==> src/rtl/tlc_light_monitor_pkg.sv <==
// Purpose: shared lamp encodings, fault codes, phase-group masks and helpers for the light monitor.
// Latency: n/a (types and constants only).
// Backpressure: n/a.
package tlc_light_monitor_pkg;

    localparam int NUM_LIGHTS = 6;

    typedef enum logic [1:0] {
        LAMP_GREEN   = 2'd0,
        LAMP_YELLOW  = 2'd1,
        LAMP_RED     = 2'd2,
        LAMP_INVALID = 2'd3
    } lamp_e;

    typedef enum logic [2:0] {
        FC_NONE         = 3'd0,
        FC_CONFLICT     = 3'd1,
        FC_ILLEGAL      = 3'd2,
        FC_SHORT_GREEN  = 3'd3,
        FC_SHORT_YELLOW = 3'd4,
        FC_INVALID      = 3'd5,
        FC_STALL        = 3'd6
    } fault_code_e;

    typedef enum logic [0:0] {
        MON_RUN   = 1'b0,
        MON_FAULT = 1'b1
    } mon_state_e;

    // Bit i of a light vector corresponds to TL(i+1).
    localparam logic [NUM_LIGHTS-1:0] GRP_A_MASK = 6'b100001;  // TL1, TL6
    localparam logic [NUM_LIGHTS-1:0] GRP_B_MASK = 6'b001010;  // TL2, TL4
    localparam logic [NUM_LIGHTS-1:0] GRP_C_MASK = 6'b010100;  // TL3, TL5

    // Lowest-numbered flagged light as 1..6, or 0 when nothing is flagged.
    function automatic logic [2:0] lowest_light(input logic [NUM_LIGHTS-1:0] v);
        logic [2:0] r;
        r = 3'd0;
        for (int i = NUM_LIGHTS - 1; i >= 0; i--) begin
            if (v[i]) begin
                r = 3'(i + 1);
            end
        end
        return r;
    endfunction

endpackage

==> src/rtl/tlc_light_monitor_checker.sv <==
// Purpose: per-light tracker: previous sample, dwell counter, transition / short-dwell / invalid flags.
// Latency: flags are combinational from the current input; state updates on each rising edge.
// Backpressure: none; samples every cycle.
module tlc_light_checker
    import tlc_light_monitor_pkg::*;
#(
    parameter int MIN_GREEN  = 8,
    parameter int MIN_YELLOW = 4,
    parameter int CNT_W      = 10
) (
    input  logic       clk_i,
    input  logic       rst_ni,
    input  logic [1:0] lamp_i,
    output logic       changed_o,
    output logic       illegal_o,
    output logic       short_green_o,
    output logic       short_yellow_o,
    output logic       invalid_o,
    output logic       active_o
);

    localparam logic [CNT_W-1:0] CNT_ONE   = CNT_W'(1);
    localparam logic [CNT_W-1:0] CNT_MAX   = {CNT_W{1'b1}};
    localparam logic [CNT_W-1:0] GREEN_LIM = CNT_W'(MIN_GREEN);
    localparam logic [CNT_W-1:0] YEL_LIM   = CNT_W'(MIN_YELLOW);

    logic [1:0]       prev_q;
    logic [CNT_W-1:0] dwell_q, dwell_d;
    logic             legal_step;

    // Classify the current sample against the previous one and compute the next dwell.
    always_comb begin
        changed_o      = (lamp_i != prev_q);
        legal_step     = ((prev_q == LAMP_RED)    && (lamp_i == LAMP_GREEN))  ||
                         ((prev_q == LAMP_GREEN)  && (lamp_i == LAMP_YELLOW)) ||
                         ((prev_q == LAMP_YELLOW) && (lamp_i == LAMP_RED));
        illegal_o      = changed_o && !legal_step;
        short_green_o  = (prev_q == LAMP_GREEN)  && (lamp_i == LAMP_YELLOW) && (dwell_q < GREEN_LIM);
        short_yellow_o = (prev_q == LAMP_YELLOW) && (lamp_i == LAMP_RED)    && (dwell_q < YEL_LIM);
        invalid_o      = (lamp_i == LAMP_INVALID);
        active_o       = (lamp_i != LAMP_RED);
        if (changed_o) begin
            dwell_d = CNT_ONE;
        end else if (dwell_q != CNT_MAX) begin
            dwell_d = dwell_q + CNT_ONE;
        end else begin
            dwell_d = dwell_q;
        end
    end

    // Track the lamp; reset to red with a saturated dwell so the first transitions never look short.
    always_ff @(posedge clk_i or negedge rst_ni) begin
        if (!rst_ni) begin
            prev_q  <= LAMP_RED;
            dwell_q <= CNT_MAX;
        end else begin
            prev_q  <= lamp_i;
            dwell_q <= dwell_d;
        end
    end

endmodule

==> src/rtl/tlc_light_monitor.sv <==
// Purpose: safety monitor on TL1..TL6; latches the first violation and requests flashing-red fallback.
// Latency: violation on inputs before edge N is latched at edge N (1 cycle).
// Backpressure: none; inputs sampled every cycle, fault held until fault_clr or reset.
module tlc_light_monitor
    import tlc_light_monitor_pkg::*;
#(
    parameter int MIN_GREEN  = 8,
    parameter int MIN_YELLOW = 4,
    parameter int MAX_STALL  = 256,
    parameter int CNT_W      = 10
) (
    input  logic       clk,
    input  logic       reset,
    input  logic [1:0] TL1,
    input  logic [1:0] TL2,
    input  logic [1:0] TL3,
    input  logic [1:0] TL4,
    input  logic [1:0] TL5,
    input  logic [1:0] TL6,
    input  logic       fault_clr,
    output logic       flash,
    output logic       fault,
    output logic [2:0] fault_code,
    output logic [2:0] fault_light,
    output logic [7:0] fault_count
);

    localparam logic [CNT_W-1:0] CNT_ONE   = CNT_W'(1);
    localparam logic [CNT_W-1:0] CNT_MAX   = {CNT_W{1'b1}};
    localparam logic [CNT_W-1:0] STALL_LIM = CNT_W'(MAX_STALL - 1);

    logic [1:0]            lamp [NUM_LIGHTS];
    logic [NUM_LIGHTS-1:0] changed, illegal, short_green, short_yellow, invalid, active;

    logic [2:0]            grp_act;
    logic                  conflict;
    logic [NUM_LIGHTS-1:0] own_mask;
    logic [2:0]            conflict_light;

    logic [CNT_W-1:0]      stall_q, stall_d;
    logic                  stall_viol;

    fault_code_e           viol_code;
    logic [2:0]            viol_light;
    logic                  viol;
    logic                  capture;
    logic                  clear;

    mon_state_e            state_q, state_d;
    fault_code_e           code_q, code_d;
    logic [2:0]            light_q, light_d;
    logic [7:0]            count_q, count_d;

    assign lamp[0] = TL1;
    assign lamp[1] = TL2;
    assign lamp[2] = TL3;
    assign lamp[3] = TL4;
    assign lamp[4] = TL5;
    assign lamp[5] = TL6;

    for (genvar g = 0; g < NUM_LIGHTS; g++) begin : g_chk
        tlc_light_checker #(
            .MIN_GREEN (MIN_GREEN),
            .MIN_YELLOW(MIN_YELLOW),
            .CNT_W     (CNT_W)
        ) u_chk (
            .clk_i         (clk),
            .rst_ni        (reset),
            .lamp_i        (lamp[g]),
            .changed_o     (changed[g]),
            .illegal_o     (illegal[g]),
            .short_green_o (short_green[g]),
            .short_yellow_o(short_yellow[g]),
            .invalid_o     (invalid[g]),
            .active_o      (active[g])
        );
    end

    // Conflict: two or more phase groups active; blame the first non-red light outside the lowest active group.
    always_comb begin
        grp_act  = {|(active & GRP_C_MASK), |(active & GRP_B_MASK), |(active & GRP_A_MASK)};
        conflict = (grp_act[0] & grp_act[1]) | (grp_act[0] & grp_act[2]) | (grp_act[1] & grp_act[2]);
        if (grp_act[0]) begin
            own_mask = GRP_A_MASK;
        end else if (grp_act[1]) begin
            own_mask = GRP_B_MASK;
        end else begin
            own_mask = GRP_C_MASK;
        end
        conflict_light = lowest_light(active & ~own_mask);
    end

    // Stall counter: restarts on any lamp change or on clearing a latched fault, otherwise counts up saturating.
    always_comb begin
        stall_viol = !(|changed) && (stall_q >= STALL_LIM);
        if (clear || (fault_clr && state_q == MON_FAULT)) begin
            stall_d = '0;
        end else if (|changed) begin
            stall_d = '0;
        end else if (stall_q != CNT_MAX) begin
            stall_d = stall_q + CNT_ONE;
        end else begin
            stall_d = stall_q;
        end
    end

    // Priority encode simultaneous violations: invalid > conflict > illegal > short yellow > short green > stall.
    always_comb begin
        viol_code  = FC_NONE;
        viol_light = 3'd0;
        if (|invalid) begin
            viol_code  = FC_INVALID;
            viol_light = lowest_light(invalid);
        end else if (conflict) begin
            viol_code  = FC_CONFLICT;
            viol_light = conflict_light;
        end else if (|illegal) begin
            viol_code  = FC_ILLEGAL;
            viol_light = lowest_light(illegal);
        end else if (|short_yellow) begin
            viol_code  = FC_SHORT_YELLOW;
            viol_light = lowest_light(short_yellow);
        end else if (|short_green) begin
            viol_code  = FC_SHORT_GREEN;
            viol_light = lowest_light(short_green);
        end else if (stall_viol) begin
            viol_code  = FC_STALL;
            viol_light = 3'd0;
        end
        viol    = (viol_code != FC_NONE);
        capture = viol && ((state_q == MON_RUN) || fault_clr);
        clear   = 1'b0;
    end

    // Monitor state register.
    always_ff @(posedge clk or negedge reset) begin
        if (!reset) begin
            state_q <= MON_RUN;
        end else begin
            state_q <= state_d;
        end
    end

    // Next state: latch on any violation; a clear only returns to run when no new violation is present.
    always_comb begin
        state_d = state_q;
        case (state_q)
            MON_RUN:   if (viol) state_d = MON_FAULT;
            MON_FAULT: if (fault_clr && !viol) state_d = MON_RUN;
            default:   state_d = MON_RUN;
        endcase
    end

    // Outputs decoded from state: flash mirrors the latched fault.
    always_comb begin
        fault = (state_q == MON_FAULT);
        flash = (state_q == MON_FAULT);
    end

    // Fault record next-state: capture wins over clear; count bumps on every capture, saturating.
    always_comb begin
        code_d  = code_q;
        light_d = light_q;
        count_d = count_q;
        if (capture) begin
            code_d  = viol_code;
            light_d = viol_light;
            if (count_q != 8'hFF) begin
                count_d = count_q + 8'd1;
            end
        end else if (fault_clr && state_q == MON_FAULT) begin
            code_d  = FC_NONE;
            light_d = 3'd0;
        end
    end

    // Fault record and stall counter registers.
    always_ff @(posedge clk or negedge reset) begin
        if (!reset) begin
            code_q  <= FC_NONE;
            light_q <= 3'd0;
            count_q <= 8'd0;
            stall_q <= '0;
        end else begin
            code_q  <= code_d;
            light_q <= light_d;
            count_q <= count_d;
            stall_q <= stall_d;
        end
    end

    assign fault_code  = code_q;
    assign fault_light = light_q;
    assign fault_count = count_q;

endmodule

==> config.mk <==
export PLATFORM = sky130hd
export DESIGN_NAME = tlc_light_monitor
export DESIGN_NICKNAME = d
export VERILOG_FILES = /design/src/rtl/tlc_light_monitor_pkg.sv /design/src/rtl/tlc_light_monitor_checker.sv /design/src/rtl/tlc_light_monitor.sv
export SDC_FILE = /design/constraint.sdc
export NUM_CORES = 1
export LEC_CHECK = 0
export CAP_MARGIN = 10
export CORE_MARGIN = 3
export CORE_UTILIZATION = 40
export DETAILED_ROUTE_END_ITERATION = 8
export HOLD_SLACK_MARGIN = 0.03
export PLACE_DENSITY = 0.67
export SYNTH_ARGS = -nofsm -noshare
export SYNTH_HDL_FRONTEND = slang
export SYNTH_SLANG_ARGS = --single-unit
==> constraint.sdc <==
create_clock -name clk -period 3.2 [get_ports clk]
set_input_delay 0.32 -clock clk [delete_from_list [all_inputs] [get_ports clk]]
set_output_delay 0.32 -clock clk [all_outputs]
set_load 0.01 [all_outputs]
* Word level (Yosys, flattened, before mapping)
Cells that the tools add are included.
Operators by class: multiplexer cells 64, equal/unequal tests 50, shift operators 0, reduce and logical (&&, ||, !) cells 91, bitwise logic cells 8, div/mod/pow operators 0, magnitude comparators 13, $add $sub $neg 8, $mul 0
Operators by type and width (number):
- $mux 10 | 15
- $mux 3 | 44
- $add 10x1->10 const B | 7
- $ne 10x10->1 const B | 7
- $lt 10x3->1 const B | 6
- $lt 10x4->1 const B | 6
- $logic_and 1x1->1 | 40
- $eq 2x2->1 const B | 18
- $reduce_or 6->1 | 5
- $eq 2x1->1 const B | 12
- $logic_not 2->1 | 12
- $reduce_bool 2->1 | 7
- $logic_or 1x1->1 | 13
- $ne 2x2->1 | 6
- $ne 2x2->1 const B | 6
- $ge 10x8->1 const B | 1
- $add 8x1->8 const B | 1
- $logic_not 1->1 | 8
- $ne 8x8->1 const B | 1
- $and 6x6->6 | 1
- $mux 6 | 1
- $not 6->6 | 1
- $reduce_bool 3->1 | 2
- $reduce_or 2->1 | 3
- other kinds (7) | 11
Storage, ports and cells: bits in registers 97, logic and storage cells 251, output and inout bits 16, RAM bits 0, memory bits (read-only) 0, input port bits 15, latch bits 0, memories kept 0

* Depth between registers and ports, before layout
depth in word-level cells 16, depth in mapped cells 9, depth with buffers taken out 8

* By module
From an unflattened synthesis, not the netlist that was laid out.
Unflattened totals: cells, all modules 621, area total of the unflattened synthesis 6203.4 µm²
Modules (own cells, without submodules):
- tlc_light_checker | cells each 73, instances 6, area an instance 760.7 µm²
- tlc_light_monitor | cells each 183, instances 1, area an instance 1639.1 µm²

* Least setup slack after synthesis
Ideal clock, no wire load.
kind register to register, start register g_chk[2].u_chk.dwell_q[3], end register light_q[2] (netlist: fault_light[2]), required time 3.078 ns, arrival 2.355 ns, buffers on the path 0, slack 0.724 ns, clock period less this slack 2.476 ns, library setup time 0.122 ns, cell stages (with the launch flop) 8, path through dfstp_2 -> or4_4 -> or4_4 -> and3_4 -> a21oi_2 -> o21bai_1 -> a221o_1 -> a32o_1
Between the ends: longest elaborated chain between the ends 11
RTL lines:
- start, declared | RTL line tlc_light_monitor_checker.sv:28 | logic [CNT_W-1:0] dwell_q, dwell_d;
- start signal, assigned | RTL line tlc_light_monitor_checker.sv:58 | dwell_q <= dwell_d;
- $lt 10x4->1 | RTL line tlc_light_monitor_checker.sv:38 | short_green_o = (prev_q == LAMP_GREEN) && (lamp_i == LAMP_YELLOW) && (dwell_q < GREEN_LIM);
- $logic_and 1x1->1 | RTL line tlc_light_monitor_checker.sv:38
- $reduce_or 6->1 or $mux 3 (tied branches) | RTL line tlc_light_monitor.sv:123, tlc_light_monitor_pkg.sv:40
- $mux 3, on equally long branches | RTL line tlc_light_monitor.sv:123, tlc_light_monitor_pkg.sv:40
- $mux 3, on equally long branches | RTL line tlc_light_monitor.sv:120, tlc_light_monitor_pkg.sv:40
- $mux 3, on equally long branches | RTL line tlc_light_monitor.sv:117, tlc_light_monitor.sv:123
- $mux 3, on equally long branches | RTL line tlc_light_monitor.sv:114, tlc_light_monitor.sv:120
- $mux 3, on equally long branches | RTL line tlc_light_monitor.sv:111, tlc_light_monitor.sv:117
- $reduce_bool 3->1 or $mux 3 (tied branches) | RTL line tlc_light_monitor.sv:130, tlc_light_monitor.sv:114
- $logic_and 1x1->1 or $mux 3 (tied branches) | RTL line tlc_light_monitor.sv:131, tlc_light_monitor.sv:111
- $mux 3 or $reduce_bool 2->1 (tied branches)
- end signal, assigned | RTL line tlc_light_monitor.sv:186 | light_q <= light_d;
- end, declared | RTL line tlc_light_monitor.sv:51 | logic [2:0] light_q, light_d;
Parallel ways exist; a longest one is shown, timed or not. A chain may end at the register's enable or synchronous reset.

* Final worst setup path
start register g_chk[3].u_chk.dwell_q[7], end register light_q[2] (netlist: fault_light[2])
Between the ends: longest elaborated chain between the ends 12
RTL lines:
- start, declared | RTL line tlc_light_monitor_checker.sv:28
- start signal, assigned | RTL line tlc_light_monitor_checker.sv:58
- $lt 10x4->1 | RTL line tlc_light_monitor_checker.sv:38
- $logic_and 1x1->1 | RTL line tlc_light_monitor_checker.sv:38
- $mux 3 (4 in series) | RTL line tlc_light_monitor_pkg.sv:40 | if (v[i]) begin
- $mux 3 | RTL line tlc_light_monitor.sv:123 | end else if (|short_green) begin
- $mux 3 | RTL line tlc_light_monitor.sv:120 | end else if (|short_yellow) begin
- $mux 3 | RTL line tlc_light_monitor.sv:117 | end else if (|illegal) begin
- $mux 3 | RTL line tlc_light_monitor.sv:114 | end else if (conflict) begin
- $mux 3 | RTL line tlc_light_monitor.sv:111 | if (|invalid) begin
- $mux 3 | RTL line tlc_light_monitor.sv:165 | if (capture) begin
Parallel ways exist; a longest one is shown, timed or not.

==> impl_metrics.toml <==
[setup_path]
slowest_stage = "or4_1"
r2r_cells = 8
cp.required_ns = 3.48
critPathArrivalTime_ns = 2.98
crit_fanout = 11
path_class = "reg2reg"
startpoint_type = "flop"
cp_cell_sequence = "or4_1 > or4_1 > nand3_2 > nor3b_1 > a31oi_1 > buf_4 > a21boi_1 > a32o_1"
reg2reg_to = "fault_light[2]"
r2r_slack_ns = 0.50
cp-end-kind = "flop"
r2r-start = "g_chk[3].u_chk.dwell_q[7]"
cp_common_cell = "or4_1"
cpPeakStageDelay_ns = 0.61

[yosys]
netlist_area_um2 = 5540
synth-xor-area-share = 0.0997
synth-edff-count = 0
synthArstFlopShare = 1.00
yosysWarnings = 0
synth_nets = 598
yosysTopAreaCellShare = 0.313
synth-compound-area-share = 0.0985
synthCells = 575
synthTopCellsByArea = "dfstp_2 31%, dfrtp_1 14%, xnor2_1 5.7%"
synth_ff_type = "dfstp_2"
netlist.top_cell.by_area = "dfstp_2"
ys_types = 59
synth_mux_area_frac = 0.0262
synth_top_family_by_area = "simple AND/OR/NAND/NOR gates"
synth-simple-area-share = 0.287
synthAdderAreaFrac = 0.0199
avgSynthCellArea_um2 = 9.63
yosysSeqAreaShare = 0.453
ys_ff_latch = 97

[sta]
clock_skew_ns = 0.00648
max_slew_margin = 0.538
finalSetupViolCount = 0
rsz0062_at_grt = "no"
hold_viol = 0
worst_pin_slew_ns = 0.693
period_needed_ns = 2.70
finalSetupTns_ns = 0
max_freq_ghz = 0.371
period_share = 0.842
slew_viol_final = 0

[placed_design]
gp_congestion = 0.878
io_buffers = 30
dpl.cell_count = 772
place_area_um2 = 6040
dp_hpwl_um = 8830

[finish]
area_growth_pct = 14.7
regArea_um2 = 2510
most-common-layout-cells = "66 x dfstp_2, 65 x nor2_1, 49 x nand2_1"
instances_no_fill = 788
multi_input_area_um2 = 2940
utilization = 0.474
fin_nets = 630
fillerInstances = 1252
fin_area_um2 = 6350
mostFrequentLayoutCell = "dfstp_2"
antennaDiodeCount = 0
drive_gt1_frac = 0.167

[floorplan]
start_util = 0.413
ioPinCount = 31
die_area_um2 = 15300
core_um2 = 13400
die_h_um = 124
rows = 42
fp.dieW_um = 124

[pwr]
power_per_cell_area_nw_per_um2 = 484
power_mw = 3.07
vdd_drop_max_uv = 242
power_leakage_nw = 2.36

[cts]
clkSinkCount = 97
cts_tree = "yes"
post_cts_buffers = 0
path_clk_slew_ns = 0.07
root_buffer = "clkbuf_16"
numCtsBuffers = 9
clock_latency_ns = 0.35
clk_path_buf_depth = 2
cts_hold_buffers = 0
htreeDepth = 3
cts_resized = 0

[routing]
avgViaCountPerCell = 5.59
drt_first_pass_iters = 5
wl_per_cell_um = 15.2
final_antenna_net_count = 0
drcViolationCount = 0
drtIter0Drc = 345
totalWireLength_um = 12000
vias = 4405

[grt]
grt_pass1_wl_um = 20200
grtUsageTotal = 0.166
first_global_vias = 4254
antenna_found_initial = 0
grt_max_degree = 56
grt_overflow = 0

[hold_path]
min_path_type = "in2async"

[run_status]
outcome = "finished, final reports clean"

[flow_run]
maxCapViolations = 0
==> metal layers <==
metal | GRT usage | up-vias | share of wire
li1 | - | 2155 | -
met1 | 0.221 | 2146 | 0.47
met5 | 0 | - | 0
met2 | 0.271 | 92 | 0.48
met4 | 0.0415 | 0 | 0.011
met3 | 0.0436 | 12 | 0.041
==> report_power, final <==
group / internal [mW] / switching, mW
sequential: 1.33 / 0.0933
combinational: 0.257 / 0.249
clock: 0.681 / 0.462
==> layout make-up <==
type,instances,area share
clock inverter,6,0.0130
multi-input combinational,458,0.463
inverter,7,0.00414
timing repair buffer,34,0.0536
tap,176,0.0347
clock buffer,10,0.0360
sequential,97,0.395
==> critical path: cells and delay by family, from the launching register on <==
| kind | cells | cell delay [ns] |
|---|---|---|
| flip-flops | 1 | 0.38 |
| AO/OA/AOI/OAI | 3 | 0.62 |
| buffers and inverters | 1 | 0.20 |
| AND/OR/NAND/NOR | 4 | 1.44 |
==> per-stage QoR <==
step                      hold slack (ns)  setup WS (ns)
final                              0.0292          0.505
after global routing               0.0757          0.391
after CTS                          0.0426          0.508
after detailed placement            0.419          0.322
after global placement              0.408          0.328
after floorplan                    0.0244          0.724
==> synth_stat cells (11+ instances only) <==
cell / number
a21oi_1: 19
and3_1: 13
clkbuf_1: 11
dfrtp_1: 31
dfstp_2: 66
mux2i_1: 13
nand2_1: 49
nand2b_1: 22
nand3_1: 38
nand4_1: 19
nor2_1: 65
nor2b_1: 11
nor3_1: 13
o21ai_0: 17
xnor2_1: 36
xor2_1: 27
==> state kept, by name (all words and copies together), names as in the netlist <==
register / flops
g_chk.u_chk.prev_q: 12
g_chk.u_chk.dwell_q: 60
stall_q: 10
fault_count: 8
fault_code: 3
fault: 1
fault_light: 3
==> cells by family after synthesis <==
kind of cell,count (synthesis)
flops,97
mux,14
fa+ha+maj,9
xor+xnor,63
compound gates,79
buf+inv,20
simple gates,293
==> worst max-delay path by stage <==
stage / start / endpoint / depth (start not counted)
2_1_floorplan: g_chk[2].u_chk.dwell_q[3] / fault_light[2] / 7
3_3_place_gp: TL3[0] / fault_code[0] / 9
6_report: g_chk[3].u_chk.dwell_q[7] / fault_light[2] / 8
3_5_place_dp: TL6[0] / fault_code[0] / 9
5_1_grt: g_chk[3].u_chk.dwell_q[7] / fault_light[0] / 8
4_1_cts: g_chk[3].u_chk.dwell_q[7] / fault_light[2] / 8
Power figures use the tool's default switching activity.
==> edit 1, RTL diff (same flow settings) <==
`CNT_W` is set to 10 in 2 places; all go to 9.
--- a/src/rtl/tlc_light_monitor_checker.sv
+++ b/src/rtl/tlc_light_monitor_checker.sv
@@ -6,7 +6,7 @@
 #(
     parameter int MIN_GREEN  = 8,
     parameter int MIN_YELLOW = 4,
-    parameter int CNT_W      = 10
+    parameter int CNT_W      = 9
 ) (
     input  logic       clk_i,
     input  logic       rst_ni,
--- a/src/rtl/tlc_light_monitor.sv
+++ b/src/rtl/tlc_light_monitor.sv
@@ -7,7 +7,7 @@
     parameter int MIN_GREEN  = 8,
     parameter int MIN_YELLOW = 4,
     parameter int MAX_STALL  = 256,
-    parameter int CNT_W      = 10
+    parameter int CNT_W      = 9
 ) (
     input  logic       clk,
     input  logic       reset,
Function: no difference found for any inputs over 4 cycles, from zero or initial values and one cycle with reset low; that may be too few to reach the edited logic, so the function may still have changed.
==> edit 1 against the original RTL <==
Global-route usage decreased by 0.51 points. Die area decreased by 3.6%. Cell area decreased by 1.1%. Sequential power decreased by 6%. Sequential cell count decreased by 7. Non-clock buffer count increased by 17. Combinational power increased by 4.4%. Critical path depth increased by 3. Routed wire length decreased by 7.8%. Power increased by 3.2%. Worst setup slack got worse by 0.19 ns. Area after synthesis decreased by 3.8%. Largest cell class unchanged. Largest power group unchanged.
==> edit 1: results (changes against the original RTL) <==
result_of_the_run: "finished, final reports clean"
nFlopsAndLatches: 90  # -7.2%
gate_count_after_technology_mapping: 533  # -7.3%
n_multi_input_combinational_cell: 423  # -7.6%
post_synth_most_frequent_cells: "72 x nor2_1, 60 x dfstp_2, 37 x nand2_1, 32 x xor2_1, 30 x dfrtp_1"
yosysSeqAreaShare: 0.437  # -0.0165
taps: 172  # -2.3%
drtIter0Drc: 192  # -44%
nFillCells: 1204  # -3.8%
postSynthNetCount: 564  # -5.7%
wirelength_met1_um: 5160  # -7.8%
core_util_final: 0.490  # +0.0158
timing.critical_path.arrival_ns: 3.11  # +0.13 ns
power_report.internal_total_mw: 2.38  # +4.9%
seq_power_share: 0.421  # -0.043
global_route_usage_over_all_layers: 0.161  # -0.00515
crit_fanout: 6  # -5
final_wtd_congestion: 0.863  # -1.8%
timing.hold.worst.class: "primary input to flop"
insertedDiodeCount: 0  # unchanged
met2_usage: 0.269  # -0.00230
multi_input_comb_area_um2: 2890  # -1.8%
n_clock_buffer: 11  # +1
wirelength_um: 11100  # -7.8%
gr-usage-met3: 0.0284  # -0.0152
detailedPlace.worstSlack_ns: 0.139  # -0.183 ns
grt_first_pass_wirelength_um: 19000  # -5.8%
layout.non_clock_inverters: 3  # -4
number_of_global_route_vias_before_repair: 3988  # -6.3%
final_layout_size_suffix_gt1_frac: 0.218  # +0.0512
final.signal_buffer_count: 51  # +50%
peakVddDrop_uv: 395  # +63%
synth_cell_types: 70  # +19%
skew_ns: 0.00834  # +0.00186 ns
maxSlewHeadroom: 0.585  # +0.0474
register_cell_area_after_layout_um2: 2330  # -7.3%
wl_per_cell_um: 14.7  # -3.7%
clk_share: 0.0586  # +0.00951
dpl_cell_area_um2: 5900  # -2.3%
total_leakage_power_nw: 2.35  # -0.22%
met1_usage: 0.209  # -0.0115
post-place-cells: 738  # -4.4%
layout_top_registers: "g_chk.u_chk.dwell_q x54, g_chk.u_chk.prev_q x12, stall_q x9"
drt_first_pass_iters: 4  # -1
met2_wirelength_um: 5430  # -6.2%
vias_per_cell: 5.34  # -4.5%
holdBufCountCts: 1  # +1
grt_max_degree: 48  # -14%
num-nets-final: 609  # -3.3%
met3RoutedLength_um: 275  # -44%
## edit 1: final timing paths
check	slack, ns	end	startpoint	cells past startpoint
worst max register to register	0.32	fault_count[6]	stall_q[2]	11
max in group asynchronous	1.97	g_chk[0].u_chk.dwell_q[4]	reset	3
min in group asynchronous	0.55	g_chk[2].u_chk.prev_q[0]	reset	2
worst min register to register	0.50	fault_count[4]	fault_count[4]	1
worst max-delay path	0.32	fault_count[6]	stall_q[2]	11
worst min-delay path	0.49	g_chk[3].u_chk.prev_q[1]	TL4[1]	1
## edit 1: logic make-up (layout without fill, tap and decap cells)
kind of cell / after synthesis / after routing / synth area share
simple gates: 257 / 257 / 0.272
compound gates: 73 / 73 / 0.0946
buf+inv: 20 / 70 / 0.0207
fa+ha+maj: 16 / 16 / 0.0376
xor+xnor: 62 / 62 / 0.109
flops: 90 / 90 / 0.437
mux: 15 / 15 / 0.0294
==> edit 2, RTL diff (same settings) <==
Without the edit above. Reset style: synchronous (`reset` and `rst_ni`), changed in 3 clocked blocks.
--- a/src/rtl/tlc_light_monitor_checker.sv
+++ b/src/rtl/tlc_light_monitor_checker.sv
@@ -49,7 +49,7 @@
     end
 
     // Track the lamp; reset to red with a saturated dwell so the first transitions never look short.
-    always_ff @(posedge clk_i or negedge rst_ni) begin
+    always_ff @(posedge clk_i) begin
         if (!rst_ni) begin
             prev_q  <= LAMP_RED;
             dwell_q <= CNT_MAX;
--- a/src/rtl/tlc_light_monitor.sv
+++ b/src/rtl/tlc_light_monitor.sv
@@ -133,7 +133,7 @@
     end
 
     // Monitor state register.
-    always_ff @(posedge clk or negedge reset) begin
+    always_ff @(posedge clk) begin
         if (!reset) begin
             state_q <= MON_RUN;
         end else begin
@@ -175,7 +175,7 @@
     end
 
     // Fault record and stall counter registers.
-    always_ff @(posedge clk or negedge reset) begin
+    always_ff @(posedge clk) begin
         if (!reset) begin
             code_q  <= FC_NONE;
             light_q <= 3'd0;
Formal check against the unedited RTL: differs if reset is asserted again (counterexample within 4 cycles, from zero or initial values and one cycle with reset low); with reset held inactive, the same outputs for 10 cycles.
==> edit 2 against the original RTL <==
Sequential share of layout area fell by 7.6 points. Routed wire length is 3.1% higher. Worst hold slack better by 0.44 ns. Maximum frequency down 5.8%. Die area fell by 5.1%. Cell area shrank 4.3%. Power fell by 3.2%. Sequential cell count unchanged. Clock skew fell by 0.0014 ns. Area after synthesis shrank 5.4%. Global-route usage grew 1.1 points. Worst setup slack got worse by 0.17 ns. Largest power group unchanged. Utilization rose by 0.39 points.
==> edit 2: results (changes against the original RTL) <==
peakVddDrop_uv: 270  # +12%
global_route_usage_over_all_layers: 0.177  # +0.0112
post_synth_most_frequent_cells: "97 x dfxtp_1, 69 x o21ai_0, 55 x nand3_1, 40 x nand2_1, 35 x nor2_1"
result_of_the_run: "finished, final reports clean"
buffer_ports.inserted: 30  # unchanged
drtIter0Drc: 350  # +1.4%
detailedPlace.worstSlack_ns: 0.131  # -0.190 ns
met1_usage: 0.226  # +0.00490
total_leakage_power_nw: 2.25  # -4.4%
timing.hold.worst.class: "flop to flop"
wl_per_cell_um: 14.8  # -3.2%
skew_ns: 0.00512  # -0.00136 ns
maxSlewHeadroom: 0.532  # -0.00543
nFillCells: 1258  # +0.48%
dp.final_hpwl_um: 8990  # +1.8%
area_growth_pct: 16.1
ys_top_cells_by_area: "dfxtp_1 37%, o21ai_0 6.6%, nand3_1 5.3%, xnor2_1 4.3%, xor2_1 4.2%"
vias_per_cell: 5.67  # +1.5%
register_cell_area_after_layout_um2: 1940  # -23%
met3RoutedLength_um: 513  # +4.3%
number_of_global_route_vias_before_repair: 4555  # +7.1%
hold_slack_ns: 0.470  # +0.441 ns
worst_path_largest_cell_delay_ns: 0.57  # -0.04 ns
met2_wirelength_um: 5900  # +2.0%
layout.non_clock_inverters: 10  # +3
worstSetupEndpoint: "fault_count[3]"
num-nets-final: 686  # +8.9%
min_period_over_period: 0.894  # +0.0519
yosysSeqAreaShare: 0.371  # -0.0826
postSynthNetCount: 657  # +9.9%
worstSetupStartpointType: "flop"
clk_share: 0.0523  # +0.00322
wirelength_met1_um: 5800  # +3.6%
tritoncts.num_buffers: 9  # unchanged
final_wtd_congestion: 0.971  # +10%
n_multi_input_combinational_cell: 497  # +8.5%
met2_usage: 0.294  # +0.0234
synthArstFlopShare: 0  # -1.00
crit_fanout: 8  # -3
final.signal_buffer_count: 48  # +41%
post_synth_instance_area_um2: 5240  # -5.4%
synth_top_area_share: 0.371  # +0.0575
timing.critical_path.arrival_ns: 3.14  # +0.16 ns
final_layout_size_suffix_gt1_frac: 0.0615  # -0.105
gr-usage-met3: 0.0463  # +0.00271
[edit 2: changes by cell type in the layout (fill, tap and decap cells not counted), sizes merged, moves of 15 or more]
cell,unedited run,this run
dfxtp,0,97
dfrtp,31,0
dfstp,66,0
nand3,40,55
o21ai,17,69
nor2,65,35
[edit 2: stage by stage]
| stage | instances | cell area, µm² |
|---|---|---|
| after floorplan | 634 | 5240 |
| after global placement | 824 | 5760 |
| after detailed placement | 824 | 5760 |
| final | 839 | 6080 |
| after CTS | 839 | 6080 |
| after global routing | 839 | 6080 |
[edit 2: logic make-up after synthesis]
family          share of synthesized area
simple gates                        0.288
compound gates                      0.178
buf+inv                            0.0301
fa+ha+maj                          0.0210
mux                                0.0268
flops                               0.371
xor+xnor                           0.0853
[edit 2: power by group]
group / switching [mW] / internal [mW] / leakage (nW) / total [mW]
registers: 0.0976 / 1.29 / 0.809 / 1.39
logic: 0.230 / 0.197 / 1.28 / 0.426
clock network: 0.455 / 0.702 / 0.159 / 1.16
total: 0.783 / 2.19 / 2.25 / 2.98
